<file path="config.mk">
export PLATFORM = sky130hd
export DESIGN_NAME = issue_cdb_scheduler_flat
export DESIGN_NICKNAME = d
export VERILOG_FILES = /design/src/rtl/issue_cdb_scheduler_pkg.sv /design/src/rtl/issue_cdb_scheduler_if.sv /design/src/rtl/cdb_reservation_sr.sv /design/src/rtl/issue_cdb_scheduler.sv /design/src/flat_wrapper.sv
export SDC_FILE = /design/constraint.sdc
export NUM_CORES = 1
export LEC_CHECK = 0
export CAP_MARGIN = 20
export CORE_MARGIN = 8
export CORE_UTILIZATION = 51
export DETAILED_ROUTE_END_ITERATION = 12
export PLACE_DENSITY = 0.86
export SLEW_MARGIN = 30
export SYNTH_ARGS = -nofsm -noshare
export SYNTH_HDL_FRONTEND = slang
export SYNTH_HIERARCHICAL = 1
export SYNTH_SLANG_ARGS = --single-unit
</file>
<file path="constraint.sdc">
create_clock -name clk -period 2.45 [get_ports clk]
set_clock_uncertainty 0.15 [all_clocks]
set_input_delay 0.245 -clock clk [delete_from_list [all_inputs] [get_ports clk]]
set_output_delay 0.245 -clock clk [all_outputs]
set_load 0.02 [all_outputs]
</file>
<file path="src/rtl/issue_cdb_scheduler_pkg.sv">
// Shared types and latency constants for the issue scheduler and the
// execution units that produce results onto the common data bus.
package issue_cdb_scheduler_pkg;

   // Owner of the CDB in a given cycle.
   typedef enum logic [2:0] {
      SRC_NONE = 3'd0,
      SRC_INT  = 3'd1,
      SRC_LS   = 3'd2,
      SRC_MULT = 3'd3,
      SRC_DIV  = 3'd4
   } cdb_src_e;

   // Cycles from grant to CDB ownership for each unit class.
   localparam int INT_LAT  = 1;
   localparam int MULT_LAT = 4;
   localparam int DIV_LAT  = 7;

endpackage

</file>
<file path="src/rtl/issue_cdb_scheduler_if.sv">
// Handshake bundle between the reservation queues, the scheduler and the
// CDB consumers. The scheduler side takes the master modport.
interface issue_cdb_scheduler_if;
   import issue_cdb_scheduler_pkg::*;

   logic     flush;
   logic     int_ready;
   logic     ls_ready;
   logic     mult_ready;
   logic     div_ready;
   logic     int_issue;
   logic     ls_issue;
   logic     mult_issue;
   logic     div_issue;
   logic     div_busy;
   logic     cdb_valid;
   cdb_src_e cdb_src;

   modport master (
      input  flush, int_ready, ls_ready, mult_ready, div_ready,
      output int_issue, ls_issue, mult_issue, div_issue,
             div_busy, cdb_valid, cdb_src
   );

   modport slave (
      output flush, int_ready, ls_ready, mult_ready, div_ready,
      input  int_issue, ls_issue, mult_issue, div_issue,
             div_busy, cdb_valid, cdb_src
   );

endinterface

</file>
<file path="src/rtl/cdb_reservation_sr.sv">
// CDB reservation table: slot[k] names the unit that owns the bus k cycles
// from now. Shifts toward slot[0] every cycle; grants are written into the
// slot one below their latency so they land on slot[0] exactly on time.
module cdb_reservation_sr
   import issue_cdb_scheduler_pkg::*;
#(
   parameter int DEPTH    = 7,
   parameter int MULT_POS = 3,
   parameter int IL_POS   = 0
) (
   input  logic     clk,
   input  logic     rst_n,
   input  logic     div_ins,
   input  logic     mult_ins,
   input  logic     il_ins,
   input  cdb_src_e il_src,
   output cdb_src_e slot [0:DEPTH]
);

   // Advance the table one cycle, then drop in this cycle's reservations.
   always_ff @(posedge clk or negedge rst_n) begin
      if (!rst_n) begin
         for (int k = 0; k <= DEPTH; k++) begin
            slot[k] <= SRC_NONE;
         end
      end else begin
         for (int k = 0; k < DEPTH; k++) begin
            slot[k] <= slot[k+1];
         end
         slot[DEPTH] <= SRC_NONE;
         if (div_ins) begin
            slot[DEPTH-1] <= SRC_DIV;
         end
         if (mult_ins) begin
            slot[MULT_POS] <= SRC_MULT;
         end
         if (il_ins) begin
            slot[IL_POS] <= il_src;
         end
      end
   end

endmodule

</file>
<file path="src/rtl/issue_cdb_scheduler.sv">
// Issue scheduler: grants at most one issue per reservation queue per cycle
// and books the CDB cycle of every granted result so writebacks never
// collide. The divider is non-pipelined, the multiplier pipelined, and
// int / lw-sw share one single-cycle CDB slot arbitrated round-robin.
module issue_cdb_scheduler #(
   parameter int INT_LAT  = issue_cdb_scheduler_pkg::INT_LAT,
   parameter int MULT_LAT = issue_cdb_scheduler_pkg::MULT_LAT,
   parameter int DIV_LAT  = issue_cdb_scheduler_pkg::DIV_LAT
) (
   input  logic                  clk,
   input  logic                  rst_n,
   issue_cdb_scheduler_if.master bus
);
   import issue_cdb_scheduler_pkg::*;

   localparam int CNT_W = $clog2(DIV_LAT);

   if (!(MULT_LAT > 1 && MULT_LAT < DIV_LAT && INT_LAT >= 1 && INT_LAT < MULT_LAT)) begin : g_bad_lat
      $error("issue_cdb_scheduler: latencies must satisfy 1 <= INT_LAT < MULT_LAT < DIV_LAT, MULT_LAT > 1");
   end

   cdb_src_e             slot [0:DIV_LAT];
   logic [CNT_W-1:0]     div_cnt;
   logic                 rr_ls;
   logic                 int_g;
   logic                 ls_g;
   logic                 mult_g;
   logic                 div_g;
   logic                 il_ok;
   logic                 both_il;

   cdb_reservation_sr #(
      .DEPTH    (DIV_LAT),
      .MULT_POS (MULT_LAT - 1),
      .IL_POS   (INT_LAT - 1)
   ) u_sr (
      .clk      (clk),
      .rst_n    (rst_n),
      .div_ins  (div_g),
      .mult_ins (mult_g),
      .il_ins   (int_g | ls_g),
      .il_src   (int_g ? SRC_INT : SRC_LS),
      .slot     (slot)
   );

   assign both_il = bus.int_ready & bus.ls_ready;

   // Same-cycle grants from table state and queue readiness; gated off in reset.
   always_comb begin
      int_g  = 1'b0;
      ls_g   = 1'b0;
      div_g  = rst_n & ~bus.flush & bus.div_ready & (div_cnt == '0)
               & (slot[DIV_LAT] == SRC_NONE);
      mult_g = rst_n & ~bus.flush & bus.mult_ready & (slot[MULT_LAT] == SRC_NONE);
      il_ok  = rst_n & ~bus.flush & (slot[INT_LAT] == SRC_NONE);
      if (il_ok) begin
         if (both_il) begin
            if (rr_ls) begin
               ls_g = 1'b1;
            end else begin
               int_g = 1'b1;
            end
         end else if (bus.int_ready) begin
            int_g = 1'b1;
         end else if (bus.ls_ready) begin
            ls_g = 1'b1;
         end
      end
   end

   // Round-robin pointer moves only when int and lw/sw actually contended.
   always_ff @(posedge clk or negedge rst_n) begin
      if (!rst_n) begin
         rr_ls <= 1'b0;
      end else if (both_il && (int_g || ls_g)) begin
         rr_ls <= ~rr_ls;
      end
   end

   // Divider occupancy: reload on grant, otherwise count down to idle.
   always_ff @(posedge clk or negedge rst_n) begin
      if (!rst_n) begin
         div_cnt <= '0;
      end else if (div_g) begin
         div_cnt <= CNT_W'(DIV_LAT - 1);
      end else if (div_cnt != '0) begin
         div_cnt <= div_cnt - 1'b1;
      end
   end

   assign bus.int_issue  = int_g;
   assign bus.ls_issue   = ls_g;
   assign bus.mult_issue = mult_g;
   assign bus.div_issue  = div_g;
   assign bus.div_busy   = (div_cnt != '0);
   assign bus.cdb_src    = slot[0];
   assign bus.cdb_valid  = (slot[0] != SRC_NONE);

endmodule
</file>
<file path="src/flat_wrapper.sv">
// flat-port wrapper written by rule: the top's interface ports become plain ports
module issue_cdb_scheduler_flat import issue_cdb_scheduler_pkg::*;
#(
   parameter int INT_LAT  = issue_cdb_scheduler_pkg::INT_LAT,
   parameter int MULT_LAT = issue_cdb_scheduler_pkg::MULT_LAT,
   parameter int DIV_LAT  = issue_cdb_scheduler_pkg::DIV_LAT
)
  (clk, rst_n, bus_flush, bus_int_ready, bus_ls_ready, bus_mult_ready, bus_div_ready, bus_int_issue, bus_ls_issue, bus_mult_issue, bus_div_issue, bus_div_busy, bus_cdb_valid, bus_cdb_src);
  issue_cdb_scheduler_if bus_i ();
  input  logic clk;
  input  logic rst_n;
  input wire logic [$bits(bus_i.flush)-1:0] bus_flush;
  input wire logic [$bits(bus_i.int_ready)-1:0] bus_int_ready;
  input wire logic [$bits(bus_i.ls_ready)-1:0] bus_ls_ready;
  input wire logic [$bits(bus_i.mult_ready)-1:0] bus_mult_ready;
  input wire logic [$bits(bus_i.div_ready)-1:0] bus_div_ready;
  output wire logic [$bits(bus_i.int_issue)-1:0] bus_int_issue;
  output wire logic [$bits(bus_i.ls_issue)-1:0] bus_ls_issue;
  output wire logic [$bits(bus_i.mult_issue)-1:0] bus_mult_issue;
  output wire logic [$bits(bus_i.div_issue)-1:0] bus_div_issue;
  output wire logic [$bits(bus_i.div_busy)-1:0] bus_div_busy;
  output wire logic [$bits(bus_i.cdb_valid)-1:0] bus_cdb_valid;
  output wire logic [$bits(bus_i.cdb_src)-1:0] bus_cdb_src;
  assign bus_i.flush = bus_flush;
  assign bus_i.int_ready = bus_int_ready;
  assign bus_i.ls_ready = bus_ls_ready;
  assign bus_i.mult_ready = bus_mult_ready;
  assign bus_i.div_ready = bus_div_ready;
  assign bus_int_issue = bus_i.int_issue;
  assign bus_ls_issue = bus_i.ls_issue;
  assign bus_mult_issue = bus_i.mult_issue;
  assign bus_div_issue = bus_i.div_issue;
  assign bus_div_busy = bus_i.div_busy;
  assign bus_cdb_valid = bus_i.cdb_valid;
  assign bus_cdb_src = bus_i.cdb_src;
  issue_cdb_scheduler #(.INT_LAT(INT_LAT), .MULT_LAT(MULT_LAT), .DIV_LAT(DIV_LAT)) u_core (.clk(clk), .rst_n(rst_n), .bus(bus_i));
endmodule
</file>
==> results of run 1 <==
==> through the flow <==
step	utilization	hold slack, ps	cell area, µm²
after global routing	0.6788	207.4	883.3
final	0.6788	175.6	883.3
after detailed placement	0.6510	187.0	847.1
after floorplan	-	-200.6	720.7
after CTS	0.6788	184.7	883.3
after global placement	0.6510	181.7	847.1
==> layout make-up <==
type / instances / area [µm²]
flip-flops and latches: 16 / 400.4
well taps: 15 / 18.77
repair buffers: 16 / 157.7
fillers: 107 / 417.9
inverters: 2 / 7.507
clock buffers: 4 / 36.28
multi-input cells: 37 / 262.8
==> state kept, by name, indices dropped and copies added (netlist names) <==
name and flops:
u_core/rr_ls 1, u_core/div_cnt 3, u_core/u_sr/slot 12
==> cell usage in the layout (no fill, tap or decap), drive strengths merged, types with 2 or more instances in the layout <==
| cell | n |
|---|---|
| nor2 | 3 |
| mux2 | 4 |
| ha | 2 |
| conb | 6 |
| clkdlybuf4s50 | 15 |
| nand2b | 2 |
| clkbuf | 4 |
| inv | 2 |
| and3 | 2 |
| nand2 | 3 |
| dfrtp | 16 |
==> layer usage <==
layer  GRT usage  vias to the layer above  routed length (µm)
li1            -                      216                   -
met1      0.1107                      211                 517
met2      0.1465                       16                 547
met3     0.03922                        4                 107
met4     0.06303                        0                  23
met5           0                        -                   0
==> final timing paths <==
| kind | startpoint | end | slack (ps) | cells after the start |
|---|---|---|---|---|
| max | rst_n | bus_int_issue | 110 | 5 |
| min | rst_n | u_core/u_sr/slot[21] | 180 | 2 |
| max reg2reg | u_core/u_sr/slot[19] | u_core/u_sr/slot[21] | 730 | 4 |
| min reg2reg | u_core/u_sr/slot[5] | u_core/u_sr/slot[8] | 210 | 0 |
| max in group asynchronous | rst_n | u_core/u_sr/slot[14] | 1800 | 2 |
| min in group clk | u_core/u_sr/slot[5] | u_core/u_sr/slot[8] | 210 | 0 |
==> report_power, final <==
part | internal (µW) | switching (µW)
combinational | 111 | 101
sequential | 304 | 25.3
clock | 90.3 | 73.6
total | 505 | 200
==> worst max-delay path, stage by stage <==
cell	delay, ps
clkdlybuf4s50_1	490
and2b_1	200
and2_1	210
and3_1	190
clkdlybuf4s50_1	600
==> flow_summary.ini, run 1 <==
[status]
status = complete, no violations

[timing]
setup_tns_ps = 0
fmax_mhz = 427.6
setup_ws_ps = 111.3
timing.final.crit_share = 0.9546
post-route-min-period_ps = 2339
setup_viol = 0
hold_viol = 0
finalMaxSlewViolations = 0
rsz0062_at_grt = false

[synth]
syn_avg_cell_area_um2 = 12.17
synth_warnings = 6
syn_area_um2 = 705.7
syn-instance-count = 58

[worst_setup_path]
criticalPathCategory = in2out
path_max_fanout = 5
worstPathArrival_ps = 1940
cp.required_ps = 2060
cp-start-kind = primary input
worstSetupEndpointType = output pin

[clock_tree]
clk-insertion-delay-late_ps = 270
htreeDepth = 1
post_cts_buffers = 0
cts_resized = 0
cts_buffers = 3
cts_sinks = 16
cts-root-buf = clkbuf_4
clk_pin_slew_ps = 90
cts_hold_buf = 0
clockBufferDepth = 2
tritoncts = yes

[detailed_routing]
drt.antenna.violating_nets = 0
drt-pass1-iter-count = 2
avgRoutedWirePerCell_um = 13.29
viasPerCell = 4.967
drc = 0
drt-initial-drc-count = 2
wl_um = 1196
vias = 447

[die]
rows = 13
start_util = 0.5423
dieWidth_um = 53.20
core_area_mm2 = 0.001301
pin_count = 16
die_h_um = 53.20
die-area_mm2 = 0.002830

[global_route]
grt_pass1_wl_um = 2007
grt_pass1_vias = 472
grtUsageTotal = 0.09716
antenna_found_initial = 0
overflow = 0
grt_max_degree = 17

[placement]
gp_congestion = 0.7652
io_buffers = 15
dp_slack_ps = 104.1
dp_hpwl_um = 958.3
place_inst = 86

[flow_run]
cap_viol_max_count = 0

[power_and_ir_drop]
peakVddDrop_mv = 0.4855
cellLeakagePower_uw = 0.0004402
powerDensity_mw_per_mm2 = 798.4
total_power_uw = 705.3

[finish]
syn_to_final_growth_pct = 25.18
fin_nets = 85
drive_gt1_frac = 0.1333
num_antenna_cells = 0
finalNonFillerCells = 90

[hold_path]
min_path_type = in2async
(Power assumes the default switching activity.)
==> run 2, diff against run 1 <==
Settings changed: PLACE_DENSITY 0.86 to default, PLACE_DENSITY_LB_ADDON from default to 0.1.
==> run 2 against run 1 <==
Effect of this change:
- worst setup slack improved by 27 ps
- count of clock-buffer cells in the layout unchanged
- combinational power about the same
- power grew 0.33%
- wire length down 14%
- via count decreased by 3.8%
- critical path type is now reg2out
- largest cell class unchanged
- highest routed layer unchanged
==> flow_summary.ini, run 2 (synthesis gave the netlist of run 1 again) <==
[finish]
largest-register = u_core/u_sr/slot
num_antenna_cells = 0
fin_nets = 85
final_cell_mix = 16 x dfrtp_1, 15 x clkdlybuf4s50_1, 6 x conb_1
n_fill_cell = 105
final_util = 0.6788
finalNonFillerCells = 90
largest_reg_flops = 12
largest_registers = u_core/u_sr/slot x12, u_core/div_cnt x3, u_core/rr_ls x1
syn_to_final_growth_pct = 25.18
drive_gt1_frac = 0.1333
final_common_cell = dfrtp_1

[global_route]
grt_pass1_vias = 438
grt_pass1_wl_um = 1752
grtUsageTotal = 0.08513
antenna_found_initial = 0
grt_max_degree = 17
overflow = 0

[status]
status = complete, no violations

[placement]
gp_congestion = 0.7507
place_inst = 86
io_buffers = 15

[timing]
hold_viol = 0
setup_tns_ps = 0
fin_hold_ws_ps = 152.6
timing.final.crit_share = 0.9437
post-route-min-period_ps = 2312
finalMaxSlewViolations = 0
setup_viol = 0
fmax_mhz = 432.5
rsz0062_at_grt = false

[clock_tree]
cts_buffers = 3
cts_sinks = 16
clk_pin_slew_ps = 90
tritoncts = yes
clockBufferDepth = 2
cts-root-buf = clkbuf_4
clk-insertion-delay-late_ps = 280
cts_hold_buf = 0
htreeDepth = 1
cts_resized = 0
post_cts_buffers = 0

[die]
pin_count = 16
start_util = 0.5423
rows = 13
die_h_um = 53.20
die-area_mm2 = 0.002830
dieWidth_um = 53.20
core_area_mm2 = 0.001301

[detailed_routing]
drt.antenna.violating_nets = 0
avgRoutedWirePerCell_um = 11.48
viasPerCell = 4.778
vias = 430
drt-initial-drc-count = 3
drc = 0
wl_um = 1033
drt-pass1-iter-count = 4

[flow_run]
cap_viol_max_count = 0

[worst_setup_path]
worstPathArrival_ps = 1920
path_max_fanout = 4
criticalPathCategory = reg2out
worstSetupEndpointType = output pin
cp.required_ps = 2060
cp-start-kind = register

[power_and_ir_drop]
powerDensity_mw_per_mm2 = 801.1
peakVddDrop_mv = 0.5904
cellLeakagePower_uw = 0.0004402
total_power_uw = 707.6

[hold_path]
min_path_type = in2async
## run 2: critical path: stages (launching register included)
cell	delay (ps)
dfrtp_1	410
nor3_1	230
and2_1	210
and3_1	190
clkdlybuf4s50_1	600
## run 2: cell type report
cell class,count,area (µm²),share of cell area
tap,15,18.77,0.02125
inverter,2,7.507,0.008499
timing repair buffer,16,157.7,0.1785
sequential,16,400.4,0.4533
multi-input combinational,37,262.8,0.2975
clock buffer,4,36.28,0.04108
## run 2: where the power goes
group / internal (µW) / total [µW] / switching, µW
Clock: 90.4 / 170 / 79.1
Sequential: 304 / 327 / 23.7
Combinational: 112 / 211 / 98.6
Total: 506 / 708 / 201
## run 2: per-stage QoR
stage                     setup WS (ps)  area, µm²
after floorplan                   797.1      720.7
after global placement            179.5      847.1
after detailed placement          135.7      847.1
after CTS                         115.9      883.3
after global routing              10.58      883.3
final                             137.8      883.3
## run 2: path summary, 6_finish.rpt
check	from	end	cells after the start	slack [ps]
setup / recovery	u_core/u_sr/slot[19]	bus_int_issue	4	140
hold / removal	rst_n	u_core/u_sr/slot[22]	2	150
setup reg to reg	u_core/u_sr/slot[19]	u_core/u_sr/slot[22]	4	800
hold reg to reg	u_core/u_sr/slot[17]	u_core/u_sr/slot[20]	0	210
max in group asynchronous	rst_n	u_core/div_cnt[0]	2	1820
min in group clk	u_core/u_sr/slot[17]	u_core/u_sr/slot[20]	0	210
## run 2: layer usage
layer,GRT usage,vias up,part of all wire
met3,0.03641,3,0.088
met5,0,-,0
met4,0.05042,0,0.022
met2,0.1230,15,0.43
met1,0.1021,195,0.46
li1,-,217,-
==> run 3, diff against run 2 <==
Settings changed: CAP_MARGIN 20 to 30.
==> results of run 3 <==
Final layout, timing and power as in run 2 (identical DEF).
